**config.mk**
```make
export PLATFORM = sky130hd
export DESIGN_NAME = ff_bank_cfg
export DESIGN_NICKNAME = d
export VERILOG_FILES = /design/src/rtl/ff_bank_cfg.sv
export SDC_FILE = /design/constraint.sdc
export NUM_CORES = 1
export LEC_CHECK = 0
export BUFFER_PORTS_ARGS = -buffer_cell sky130_fd_sc_hd__buf_2
export CORE_AREA = 2 2 63 89
export CTS_BUF_LIST = sky130_fd_sc_hd__clkbuf_8
export DETAILED_ROUTE_END_ITERATION = 12
export DIE_AREA = 0 0 65 91
export PLACE_DENSITY = 0.86
export SYNTH_ARGS = -nofsm -noshare
export SYNTH_HDL_FRONTEND = slang
export SYNTH_SLANG_ARGS = --single-unit
export TNS_END_PERCENT = 5
```
**constraint.sdc**
```tcl
create_clock -name clk -period 6.5 [get_ports clk]
set_clock_uncertainty 0.2 [all_clocks]
set_input_delay 0.325 -clock clk [delete_from_list [all_inputs] [get_ports clk]]
set_output_delay 0.325 -clock clk [all_outputs]
set_load 0.02 [all_outputs]
```
**src/rtl/ff_bank_cfg.sv**
```systemverilog
// Bank of WIDTH run-time configurable flip-flops (D / T / JK / SR), with
// per-channel enable, SR-illegal policy, change pulses, sticky SR errors
// and a saturating change counter.
//
// Ports:
//   clk, rst   rising-edge clock, async active-high reset
//   en         per-channel enable (0 = hold, no error detect)
//   mode       2 bits per channel: 00 D, 01 T, 10 JK, 11 SR
//   a, b       D/T/J/S and K/R inputs
//   err_clr    sync clear of sr_err and cnt (new events win)
//   q, q_n     channel state and its complement
//   chg        registered per-channel change pulse
//   sr_err     sticky S=R=1 flags, any_err = |sr_err
//   cnt        saturating count of edges where any q bit changed
module ff_bank_cfg #(
    parameter int               WIDTH    = 8,
    parameter logic [WIDTH-1:0] RST_VAL  = '0,
    parameter int               SR11_POL = 0,
    parameter int               CNT_W    = 16
) (
    input  logic               clk,
    input  logic               rst,
    input  logic [WIDTH-1:0]   en,
    input  logic [2*WIDTH-1:0] mode,
    input  logic [WIDTH-1:0]   a,
    input  logic [WIDTH-1:0]   b,
    input  logic               err_clr,
    output logic [WIDTH-1:0]   q,
    output logic [WIDTH-1:0]   q_n,
    output logic [WIDTH-1:0]   chg,
    output logic [WIDTH-1:0]   sr_err,
    output logic               any_err,
    output logic [CNT_W-1:0]   cnt
);

    logic [WIDTH-1:0] q_q, q_d;
    logic [WIDTH-1:0] chg_q, chg_d;
    logic [WIDTH-1:0] sr_err_q, sr_err_d;
    logic [WIDTH-1:0] err_set;
    logic [CNT_W-1:0] cnt_q, cnt_d;
    logic [CNT_W-1:0] cnt_base;

    always_comb begin
        q_d     = q_q;
        err_set = '0;
        for (int i = 0; i < WIDTH; i++) begin
            if (en[i]) begin
                case (mode[2*i +: 2])
                    2'b00: q_d[i] = a[i];
                    2'b01: q_d[i] = a[i] ? ~q_q[i] : q_q[i];
                    2'b10: begin
                        case ({a[i], b[i]})
                            2'b00:   q_d[i] = q_q[i];
                            2'b01:   q_d[i] = 1'b0;
                            2'b10:   q_d[i] = 1'b1;
                            default: q_d[i] = ~q_q[i];
                        endcase
                    end
                    default: begin
                        case ({a[i], b[i]})
                            2'b00: q_d[i] = q_q[i];
                            2'b01: q_d[i] = 1'b0;
                            2'b10: q_d[i] = 1'b1;
                            default: begin
                                // Illegal S=R=1: flag it and apply the policy
                                err_set[i] = 1'b1;
                                case (SR11_POL)
                                    1:       q_d[i] = 1'b0;
                                    2:       q_d[i] = 1'b1;
                                    3:       q_d[i] = ~q_q[i];
                                    default: q_d[i] = q_q[i];
                                endcase
                            end
                        endcase
                    end
                endcase
            end
        end
    end

    // Clear first, then new events are OR-ed / counted on top so they win
    always_comb begin
        chg_d    = q_d ^ q_q;
        sr_err_d = (err_clr ? '0 : sr_err_q) | err_set;
        cnt_base = err_clr ? '0 : cnt_q;
        cnt_d    = cnt_base;
        if ((|chg_d) && (cnt_base != '1)) begin
            cnt_d = cnt_base + CNT_W'(1);
        end
    end

    always_ff @(posedge clk or posedge rst) begin
        if (rst) begin
            q_q      <= RST_VAL;
            chg_q    <= '0;
            sr_err_q <= '0;
            cnt_q    <= '0;
        end else begin
            q_q      <= q_d;
            chg_q    <= chg_d;
            sr_err_q <= sr_err_d;
            cnt_q    <= cnt_d;
        end
    end

    assign q       = q_q;
    assign q_n     = ~q_q;
    assign chg     = chg_q;
    assign sr_err  = sr_err_q;
    assign any_err = |sr_err_q;
    assign cnt     = cnt_q;

endmodule

```
==> flow_summary.yaml <==
logic_synthesis:
  synthesis.area_sq_um: 2820
  syn_nets: 377
  synthXorXnorAreaFrac: 0.0248
  synth_flop_cell: "dfrtp_1"
  yosys.area_share.simple: 0.253
  synth_top_area_share: 0.355
  yosys_warnings: 0
  ys_ff_latch: 40
  synth_compound_area_frac: 0.176
  synthAdderAreaFrac: 0.0860
  synth_top_family_by_area: "simple AND/OR/NAND/NOR gates"
  ys_seq_area_frac: 0.355
  synth_cell_types: 50
  synth_area_leader_cell: "dfrtp_1"
  async_reset_ff_frac: 1.00
  avgSynthCellArea_sq_um: 8.90
  synth_mux_area_frac: 0.0355
  syn_inst: 317
  synth.area.top_cells: "dfrtp_1, ha_1, o21ai_0"
  synth_edf_count: 0
critical_path:
  arrival_ns: 3.01
  crit_family: "simple AND/OR/NAND/NOR gates"
  crit_required_ns: 6.47
  slowest_delay_ns: 0.58
  cp-end-kind: "flip-flop"
  cp_num_buf_inv: 0
  slowest_stage: "or4_1"
  path_class: "reg2reg"
  rr_startpoint: "cnt[4]"
  r2r_end: "cnt[1]"
  crit_chain: "nand4_2 -> or4_4 -> or4_1 -> or3_4 -> or2b_1 -> mux2_2"
  path_max_fanout: 15
  reg2reg_slack_ns: 3.46
  startpoint_type: "flip-flop"
  r2r.worst_path.cells: 6
hold_path:
  worstHoldPathCells: 2
  holdPathEnd: "q[1]"
  hold_path_class: "in2reg"
  worst_hold_startpoint: "en[1]"
cells_and_area:
  drive_gt1_frac: 0.280
  nets: 467
  diodes: 0
  fin_util: 0.671
  fillers: 431
  layout.cells.non_filler: 473
  area_growth_pct: 20.8
cts:
  cts_htree_levels: 2
  cts_sinks: 40
  clk_latency_ns: 0.28
  post_cts.repair.setup_buffers: 0
  cts_made_buffers: 5
  clockBufferDepth: 2
  clkSlewWorstSetupHoldPaths_ns: 0.07
  cts_resized: 0
  cts_hold_buffers: 1
  cts_tree: "yes"
  root_buffer: "clkbuf_8"
die:
  die_h_um: 91
  rows: 31
  start_util: 0.555
  dieWidth_um: 65
  core_area_sq_um: 5080
  die_area_sq_um: 5920
  io_pins: 92
sta:
  setup_viol_count_final: 0
  tns_ns: 0
  relSlewSlack: 0.503
  rsz0062_at_grt: "no"
  worstMarginPinSlew_ns: 0.740
  finalHoldViolCount: 0
  slew_viol_final: 0
  finalCriticalPeriod_ns: 3.04
  hold_slack_ns: 0.0645
  max_freq_mhz: 329
  period_share: 0.467
drt:
  via_per_inst: 5.60
  drt-initial-drc-count: 132
  wl_per_cell_um: 13.5
  vias: 2647
  drc: 0
  firstDrtPassIters: 4
  ant_nets: 0
  routed_wl_mm: 6.41
power_and_ir_drop:
  powerDensity_nw_per_um2: 212
  power.leakage_nw: 1.69
  power.total_mw: 0.722
  max-vdd-ir-drop_v: 0.000121
place:
  dp_cells: 465
  place_congestion: 0.816
  portBuffers: 91
  dpl.hpwl_mm: 5.07
status:
  status: "complete, no violations"
global_route:
  grt_use_total: 0.221
  grt_pass1_vias: 2453
  grt_pass1_wl_mm: 10.6
  grt_overflow: 0
  grt_max_degree: 32
  antenna_found_initial: 0
run:
  cap_violations: 0
## cell usage in the layout (no fill, tap or decap), drive strengths merged, types with 7 or more instances in the layout
master	count
buf	92
dfrtp	40
inv	34
o21ai	30
nand2	19
ha	17
nor2	14
nand4	14
a21oi	13
nor2b	9
xnor2	8
a21boi	8
clkbuf	7
nand2b	7
## report_power, final
| part | total, mW | switching, mW | internal, mW |
|---|---|---|---|
| combinational | 0.242 | 0.151 | 0.0909 |
| clock | 0.174 | 0.0791 | 0.0945 |
| sequential | 0.307 | 0.0293 | 0.277 |
## synth_stat cells, types with 3 or more instances
cell type / instances
nor2b_1: 9
o211ai_1: 5
nand4_1: 13
o21ai_0: 30
clkbuf_1: 5
ha_1: 17
nor3b_1: 6
inv_1: 35
a31oi_1: 5
nor4_1: 5
and4b_1: 4
mux2_2: 3
a21oi_1: 13
nand3_1: 5
o31ai_1: 6
maj3_1: 3
nor2_1: 14
nand2_1: 19
nor4b_1: 5
buf_6: 3
a21boi_0: 8
xnor2_1: 8
nand2b_1: 6
o22ai_1: 6
dfrtp_1: 40
or3_1: 4
mux2i_1: 4
o21a_1: 6
## final cells by class
class | instances | area [sq um] | area share
well taps | 66 | 82.6 | 0.0242
repair buffers | 93 | 473 | 0.139
flip-flops and latches | 40 | 1000 | 0.294
multi-input cells | 232 | 1620 | 0.477
inverters | 35 | 131 | 0.0385
clock buffers | 7 | 96.3 | 0.0283
## logic make-up after synthesis
group                    after synthesis
AO/OA/AOI/OAI                         82
XOR/XNOR                               8
adder cells (fa/ha/maj)               20
buffers and inverters                 45
flip-flops                            40
multiplexers                           9
AND/OR/NAND/NOR                      113
## routing by layer
| metal | GRT usage | share of wire |
|---|---|---|
| met5 | 0 | 0 |
| met4 | 0.0603 | 0.015 |
| met3 | 0.0372 | 0.049 |
| met2 | 0.403 | 0.52 |
| met1 | 0.261 | 0.41 |
## worst max-delay path by stage
| stage | startpoint | end | slack [ns] | cells past startpoint |
|---|---|---|---|---|
| floorplan | cnt[3] | cnt[13] | 3.56 | 7 |
| global placement | a[5] | cnt[1] | 3.31 | 9 |
| detailed placement | a[6] | cnt[1] | 3.22 | 9 |
| CTS | cnt[3] | cnt[1] | 3.46 | 6 |
| global route | a[4] | cnt[1] | 3.39 | 9 |
| finish | cnt[4] | cnt[1] | 3.46 | 6 |
## metrics by stage
step	cell area [sq um]	setup WS, ns
after floorplan	2820	3.56
after global placement	3300	3.31
after detailed placement	3300	3.22
after CTS	3410	3.46
after global routing	3410	3.39
final	3410	3.46
## flip-flops by register name (all words and copies together), names as in the netlist
register and flops:
q 8, cnt 16, chg 8, sr_err 8
Power figures use the tool's default switching activity.
